### config.mk
export PLATFORM = sky130hd
export DESIGN_NAME = stopwatch_digits
export DESIGN_NICKNAME = d
export VERILOG_FILES = /design/src/rtl/stopwatch_digits.sv
export SDC_FILE = /design/constraint.sdc
export NUM_CORES = 1
export LEC_CHECK = 0
export ABC_CLOCK_PERIOD_IN_PS = 4600
export CAP_MARGIN = 15
export CORE_AREA = 8 8 125 127
export DETAILED_ROUTE_END_ITERATION = 16
export DIE_AREA = 0 0 133 135
export GPL_TIMING_DRIVEN = 0
export PLACE_DENSITY = 0.48
export REMOVE_ABC_BUFFERS = 1
export SETUP_SLACK_MARGIN = 0.15
export SLEW_MARGIN = 10
export SYNTH_ARGS = -nofsm -noshare
export SYNTH_HDL_FRONTEND = slang
export SYNTH_SLANG_ARGS = --single-unit
### constraint.sdc
create_clock -name clk -period 4.6 [get_ports clk]
set_input_delay 1.38 -clock clk [delete_from_list [all_inputs] [get_ports clk]]
set_output_delay 1.38 -clock clk [all_outputs]
set_load 0.005 [all_outputs]
### src/rtl/stopwatch_digits.sv
// ============================================================================
// Module      : stopwatch_digits
// Description : SS.cc stopwatch with IDLE/RUN/PAUSE control and a
//               multiplexed four-digit 7-segment scan output.
// Revision    : 1.0 - initial release
// ============================================================================
`default_nettype none

module stopwatch_digits #(
    parameter int TICK_DIV = 1000000,
    parameter int SCAN_DIV = 100000
) (
    input  logic       clk,
    input  logic       rst_n,
    input  logic       start_stop,
    input  logic       clear,
    output logic [3:0] di,
    output logic [3:0] an,
    output logic       dp,
    output logic       running,
    output logic       wrap
);

    localparam int c_TW = (TICK_DIV > 1) ? $clog2(TICK_DIV) : 1;
    localparam int c_SW = (SCAN_DIV > 1) ? $clog2(SCAN_DIV) : 1;
    localparam logic [c_TW-1:0] c_TICK_MAX = c_TW'(TICK_DIV - 1);
    localparam logic [c_SW-1:0] c_SCAN_MAX = c_SW'(SCAN_DIV - 1);

    typedef enum logic [1:0] {
        S_IDLE  = 2'd0,
        S_RUN   = 2'd1,
        S_PAUSE = 2'd2
    } state_t;

    state_t          r_state;
    logic [c_TW-1:0] r_tick;
    logic [c_SW-1:0] r_scan;
    logic [1:0]      r_sel;
    logic [3:0]      r_d0, r_d1, r_d2, r_d3;
    logic            r_wrap;

    logic w_tick;
    logic w_full;

    assign w_tick = (r_state == S_RUN) && (r_tick == c_TICK_MAX);
    assign w_full = (r_d3 == 4'd5) && (r_d2 == 4'd9) && (r_d1 == 4'd9) && (r_d0 == 4'd9);

    // Clear outranks start_stop; a pause request on a tick edge still counts that tick.
    always_ff @(posedge clk or negedge rst_n) begin
        if (!rst_n) begin
            r_state <= S_IDLE;
            r_tick  <= '0;
            r_d0    <= 4'd0;
            r_d1    <= 4'd0;
            r_d2    <= 4'd0;
            r_d3    <= 4'd0;
            r_wrap  <= 1'b0;
        end else if (clear) begin
            r_state <= S_IDLE;
            r_tick  <= '0;
            r_d0    <= 4'd0;
            r_d1    <= 4'd0;
            r_d2    <= 4'd0;
            r_d3    <= 4'd0;
            r_wrap  <= 1'b0;
        end else begin
            r_wrap <= 1'b0;
            if (r_state == S_RUN) begin
                if (w_tick) begin
                    r_tick <= '0;
                    r_wrap <= w_full;
                    if (r_d0 == 4'd9) begin
                        r_d0 <= 4'd0;
                        if (r_d1 == 4'd9) begin
                            r_d1 <= 4'd0;
                            if (r_d2 == 4'd9) begin
                                r_d2 <= 4'd0;
                                r_d3 <= (r_d3 == 4'd5) ? 4'd0 : r_d3 + 4'd1;
                            end else begin
                                r_d2 <= r_d2 + 4'd1;
                            end
                        end else begin
                            r_d1 <= r_d1 + 4'd1;
                        end
                    end else begin
                        r_d0 <= r_d0 + 4'd1;
                    end
                end else begin
                    r_tick <= r_tick + 1'b1;
                end
            end
            if (start_stop) begin
                case (r_state)
                    S_IDLE:  r_state <= S_RUN;
                    S_RUN:   r_state <= S_PAUSE;
                    S_PAUSE: r_state <= S_RUN;
                    default: r_state <= S_IDLE;
                endcase
            end
        end
    end

    always_ff @(posedge clk or negedge rst_n) begin
        if (!rst_n) begin
            r_scan <= '0;
            r_sel  <= 2'd0;
        end else if (r_scan == c_SCAN_MAX) begin
            r_scan <= '0;
            r_sel  <= r_sel + 2'd1;
        end else begin
            r_scan <= r_scan + 1'b1;
        end
    end

    always_comb begin
        an = 4'b1110;
        di = r_d0;
        case (r_sel)
            2'd0: begin an = 4'b1110; di = r_d0; end
            2'd1: begin an = 4'b1101; di = r_d1; end
            2'd2: begin an = 4'b1011; di = r_d2; end
            2'd3: begin an = 4'b0111; di = r_d3; end
            default: begin an = 4'b1110; di = r_d0; end
        endcase
    end

    assign dp      = (r_sel != 2'd2);
    assign running = (r_state == S_RUN);
    assign wrap    = r_wrap;

endmodule

`default_nettype wire

==> impl_metrics.csv, run 1 <==
group,metric,value,unit
worst_hold_path,hold_path_depth,1,
cells_and_area,layout.nets,374,
clock_tree,clk_latency,330,ps
route,via_count,2647,
route,viasPerCell,4.89,
synth,yosys_most_used_dff,"dfrtp_1",
clock_tree,cts_made_buffers,9,
timing,slew_violations,0,
floorplanning,dieArea,0.0180,sq mm
critical_path,critPathSlowestCell,"clkdlybuf4s50_1",
clock_tree,clock-sinks,58,
power,swShare,22.0,%
power,power_frac_seq,44.8,%
global_routing,grt-ovfl-total,0,
clock_tree,cts_tree,"built",
timing,min_period,3660,ps
place,gp_congestion,0.790,
synth,ys_seq_area_share,43.7,%
route,drt-total-wl,7690,um
floorplanning,rows,43,
power,p_switching,0.000253,W
route,drtPass1Iterations,4,
synth,syn_area_per_cell,9.73,sq um
critical_path,critPathKind,"in2reg",
floorplanning,start_util,24.4,%
global_routing,grt_start_max_net_pins,59,
place,io_buffer_count,14,
flow_run,drv_cap,0,
synth,netlist.top_cell.by_area,"dfrtp_1",
synth,yosysUniqueCellTypes,49,
timing,finClkSkew,5.11,ps
critical_path,reg2reg_depth,5,
synth,yosysTopAreaCellShare,43.7,%
power,power,0.00115,W
route,route.detailed.wl_per_inst,14.2,um
clock_tree,h-tree-depth,3,
synth,ys.warnings.count,0,
synth,synth-edff-count,0,
timing,tns,0,ps
synth,synthArstFlopShare,100,%
critical_path,crit_path_max_fanout,27,
route,detail-route-antenna-nets,0,
cells_and_area,layout-drive-gt1-share,5.82,%
power,ir_worst_vdd,0.000165,V
timing,worst_slew_pin_slew,1040,ps
critical_path,worstPathCellList,"clkdlybuf4s50_1, o2111ai_1, or4_1, a21oi_1",
clock_tree,clk_pin_slew_worst_paths,50,ps
timing,max_freq,0.273,GHz
critical_path,crit_arrival,3910,ps
critical_path,worst_setup_path_end_kind,"flop",
timing,relSlewSlack,30.7,%
timing,rsz0062_at_grt,"false",
cells_and_area,final_util,28.6,%
global_routing,grt_first_pass_wirelength,13400,um
status,outcome,"completed",
critical_path,rr_endpoint,"r_tick[19]",
worst_hold_path,hp-class,"reg2reg",
route,drc,0,
timing,setup_viol,0,
route,drtIter0Drc,209,
clock_tree,post_cts_buffers,0,
timing,fin_crit_sh,79.6,%
floorplanning,core,0.0136,sq mm
floorplanning,chipHeight,135,um
synth,syn_inst,341,
critical_path,max_stage_delay,1150,ps
cells_and_area,area_delta_synth_final,17.5,%
clock_tree,hold_buffers,0,
power,p_int,0.000898,W
clock_tree,cts_resized,0,
critical_path,crit_family,"buffers and inverters",
power,p_per_area,295,mW/mm^2
clock_tree,clockBufferDepth,2,
worst_hold_path,min_to,"r_scan[0]",
worst_hold_path,min-delay-start,"r_scan[0]",
power,leakage,1.51,nW
global_routing,grt_pass1_vias,2640,
timing,finalHoldViolations,0,
synth,synthTopCellsByArea,"dfrtp_1 44%, ha_1 5.3%, a21oi_1 4.1%",
global_routing,antenna_found_initial,0,
critical_path,required,4850,ps
critical_path,reg2reg_slack,2240,ps
critical_path,cp.buffers_inverters,1,
clock_tree,cts_root_buffer,"clkbuf_16",
floorplanning,io_pins,15,
cells_and_area,antenna_cells,0,
synth,synth_area,0.00332,sq mm
floorplanning,fp.dieW,133,um
critical_path,cp-start-kind,"input port",
global_routing,grtUsageTotal,9.18,%
critical_path,regToRegStartpoint,"r_state[1]",
place,hpwl,5310,um
power,combPwrFrac,3.1,%
synth,synth-seq-cells,58,
power,p_clk_share,52.1,%
==> sequential cells by signal (all words and copies together) (netlist names) <==
name     flops
r_tick      20
wrap         1
r_d2         4
r_d1         4
r_d0         4
r_d3         4
r_scan      17
r_sel        2
r_state      2
==> kinds of logic (layout without fill, tap and decap cells) <==
kind of cell / Yosys count / count (layout) / share of synthesized area [%]
adder cells (fa/ha/maj): 14 / 14 / 5.28
buffers and inverters: 33 / 53 / 4.18
XOR/XNOR: 23 / 23 / 6.07
AO/OA/AOI/OAI: 75 / 75 / 14.2
multiplexers: 6 / 6 / 1.81
AND/OR/NAND/NOR: 132 / 132 / 24.7
flip-flops: 58 / 58 / 43.7
==> per-layer routing <==
metal	global-route usage (%)	vias to the layer above	part of all wire [%]
met3	2.56	8	2.1
met4	3.60	0	1.2
met5	0	-	0
met1	11.6	1322	49
met2	14.5	20	48
li1	-	1297	-
==> power by group through the flow <==
| stage | clock network (W) | logic [W] | registers [W] |
|---|---|---|---|
| after floorplan | 0 | 0.0000124 | 0.000524 |
| after global placement | 0 | 0.0000363 | 0.000525 |
| after detailed placement | 0 | 0.0000365 | 0.000525 |
| after CTS | 0.000619 | 0.0000364 | 0.000516 |
| after global routing | 0.000644 | 0.0000416 | 0.000516 |
| final | 0.000600 | 0.0000354 | 0.000516 |
==> Yosys cell counts, types with 2 or more instances <==
cell type,n
dfrtp_1,58
a21oi_1,27
nor2_1,25
inv_1,21
nand3_1,19
nand2_1,16
o21ai_0,16
ha_1,14
or4_1,13
xnor2_1,13
o31ai_1,11
xor2_1,10
nand4_1,9
or3_1,7
and3_1,6
mux2i_1,6
clkbuf_1,5
o2111ai_1,5
a222oi_1,4
and4_1,4
nor2b_1,4
or4b_1,4
and2_1,3
and3b_1,3
buf_2,3
nand2b_1,3
nand3b_1,3
o211ai_1,3
and4bb_2,2
nor3_1,2
nor4_1,2
nor4_4,2
o22ai_1,2
==> worst max-delay path by stage <==
stage	startpoint	depth (start not counted)	slack, ps	to
2_1_floorplan	r_sel[0]	4	2130	di[0]
3_3_place_gp	rst_n	1	100	r_tick[15]
3_5_place_dp	clear	4	530	r_tick[19]
4_1_cts	clear	4	910	r_tick[19]
5_1_grt	clear	4	720	r_tick[19]
6_report	clear	4	940	r_tick[19]
==> cell type report <==
type	instances	area (sq um)
Multi-Input combinational cell	250	1730
Inverter	22	82.6
Timing Repair Buffer	15	145
Fill cell	1436	9710
Clock inverter	3	15.0
Clock buffer	13	250
Tap cell	180	225
Sequential cell	58	1450
==> cells in the final DEF (no fill, tap or decap), types with 5 or more instances in the layout <==
cell type        count
dfrtp_1             58
nand4_1              9
a21oi_1             27
and3_1               6
nand3_1             19
or4_1               13
nor2_1              25
o31ai_1             11
clkdlybuf4s50_1     13
inv_1               21
clkbuf_16            9
o2111ai_1            5
mux2i_1              6
xnor2_1             13
o21ai_0             16
ha_1                14
or3_1                7
xor2_1              10
nand2_1             16
==> stage by stage <==
stage                     hold slack [ps]  std cells  area [sq um]  setup slack [ps]
after global routing                  513        541          3900               716
after global placement                486        524          3630              98.7
final                                 493        541          3900               940
after CTS                             493        540          3890               914
after floorplan                       455        330          3260              2130
after detailed placement              482        524          3630               535
(Power assumes the default switching activity.)
==> inputs of run 2 (changes only) <==
Settings changed: ABC_CLOCK_PERIOD_IN_PS 4600 to 3000, PLACE_DENSITY 0.48 to 0.49.
Clock period 4.6 ns to 3 ns, I/O delays scaled along.
==> run 2 against run 1 <==
Compared with the run above: critical path depth increased by 1; non-clock buffer count increased by 5; clock skew is 2.0 ps higher; combinational power rose by 84%; via count shrank 0.19%; sequential share of layout area fell by 0.65 points; cell area increased by 1.8%; clock power increased by 66%; core utilization increased by 0.51 points; first-iteration DRC count fell by 11%.
==> impl_metrics.csv, run 2 (synthesized netlist as in run 1, its figures left out) <==
group,metric,value,unit
cells_and_area,largest_reg_flops,20,
clock_tree,cts_made_buffers,9,
worst_hold_path,hold_path_depth,1,
route,drtIter0Drc,185,
place,dpl_cell_area,0.00363,sq mm
floorplanning,start_util,24.4,%
cells_and_area,area_delta_synth_final,19.5,%
floorplanning,dieArea,0.0180,sq mm
clock_tree,clk_latency,330,ps
critical_path,worst_setup_path_end_kind,"primary output",
clock_tree,hold_buffers,0,
timing,hold_ws,487,ps
route,viasPerCell,4.85,
global_routing,grt_first_pass_wirelength,13100,um
critical_path,critPathKind,"reg2out",
route,drt-total-wl,7590,um
place,hpwl,5280,um
cells_and_area,design_area,0.00397,sq mm
place,io_buffer_count,14,
cells_and_area,antenna_cells,0,
clock_tree,clock-sinks,58,
power,ir_worst_vdd,0.000359,V
flow_run,drv_cap,0,
timing,finalHoldViolations,0,
critical_path,regToRegStartpoint,"r_state[1]",
timing,fin_crit_sh,90.5,%
critical_path,cp-start-kind,"flop",
timing,tns,0,ps
floorplanning,chipHeight,135,um
clock_tree,clockBufferDepth,2,
clock_tree,cts_tree,"built",
status,outcome,"completed",
critical_path,reg2reg_depth,6,
global_routing,grtUsageTotal,8.95,%
timing,slew_violations,0,
clock_tree,clk_pin_slew_worst_paths,50,ps
cells_and_area,top_register,"r_tick",
worst_hold_path,min_to,"r_scan[0]",
cells_and_area,final_common_cell,"dfrtp_1",
critical_path,reg2reg_slack,760,ps
global_routing,grt-ovfl-total,0,
cells_and_area,multi_input_area,0.00173,sq mm
cells_and_area,seqCellArea,0.00145,sq mm
timing,rsz0062_at_grt,"false",
floorplanning,io_pins,15,
critical_path,crit_path_max_fanout,5,
worst_hold_path,hp-class,"reg2reg",
route,drtPass1Iterations,4,
cells_and_area,layout-drive-gt1-share,8.49,%
global_routing,grt_start_max_net_pins,59,
critical_path,crit_arrival,1820,ps
clock_tree,h-tree-depth,3,
timing,max_freq,0.368,GHz
worst_hold_path,min-delay-start,"r_scan[0]",
route,route.detailed.wl_per_inst,13.9,um
route,via_count,2642,
cells_and_area,layout.nets,379,
floorplanning,fp.dieW,133,um
cells_and_area,top_regs,"r_tick: 20 flops, r_scan: 17 flops",
timing,min_period,2720,ps
floorplanning,core,0.0136,sq mm
global_routing,grt_pass1_vias,2683,
route,drc,0,
timing,setup_viol,0,
route,detail-route-antenna-nets,0,
critical_path,rr_endpoint,"r_tick[19]",
timing,relSlewSlack,43.9,%
place,gp_congestion,0.742,
cells_and_area,mostFrequentLayoutCells,"58 x dfrtp_1, 27 x a21oi_1, 25 x nor2_1, 20 x inv_1, 19 x nand3_1",
timing,finClkSkew,7.14,ps
power,p_per_area,467,mW/mm^2
critical_path,required,2100,ps
power,leakage,1.57,nW
cells_and_area,fill_cells,1432,
clock_tree,cts_root_buffer,"clkbuf_16",
timing,worst_slew_pin_slew,840,ps
power,power,0.00185,W
global_routing,antenna_found_initial,0,
floorplanning,rows,43,
==> run 2: metrics by stage <==
step	setup WS, ps	instances	utilization [%]
detailed placement	-560	524	26.6
global placement	-1020	524	26.7
CTS	161	539	28.8
global route	210	545	29.1
floorplan	1010	330	-
finish	284	545	29.1
==> run 2: critical path, stage by stage (launching register included) <==
cell           delay [ps]
dfrtp_1               370
inv_1                 100
ha_2                  230
a222oi_1              370
mux2i_1               130
dlygate4sd2_1         280
==> run 2: area by class of cell <==
cell class,instances,area share [%]
Sequential cell,58,36.6
Clock inverter,3,1.01
Inverter,22,2.21
Tap cell,180,5.68
Clock buffer,12,6.21
Multi-Input combinational cell,250,43.7
Timing Repair Buffer,20,4.60
==> run 2: routing by layer <==
| layer | routed length [um] | global-route usage (%) | vias to the layer above |
|---|---|---|---|
| met5 | 0 | 0 | - |
| met4 | 117 | 4.10 | 0 |
| met3 | 201 | 2.30 | 10 |
| met2 | 3630 | 14.7 | 26 |
| met1 | 3640 | 10.8 | 1298 |
| li1 | - | - | 1308 |
==> run 2: repair_timing <==
action	CTS	global route
pin swaps	3	1
endpoints found under the setup margin	21	2
resized for setup	10	1
endpoints found under the hold margin	0	0
setup buffers	0	5
==> run 2: how the worst max path moves through the flow <==
| stage | endpoint | cells past startpoint | slack (ps) | startpoint |
|---|---|---|---|---|
| 6_report | di[2] | 5 | 280 | r_sel[0] |
| 5_1_grt | di[2] | 5 | 210 | r_sel[0] |
| 4_1_cts | di[3] | 5 | 160 | r_sel[0] |
| 3_5_place_dp | r_tick[19] | 4 | -560 | clear |
| 3_3_place_gp | r_tick[14] | 1 | -1020 | rst_n |
| 2_1_floorplan | di[0] | 4 | 1010 | r_sel[0] |
==> run 2: report_power, final <==
group / switching (W) / internal [W]
sequential: 0.00000381 / 0.000788
clock: 0.000339 / 0.000657
combinational: 0.0000438 / 0.0000215
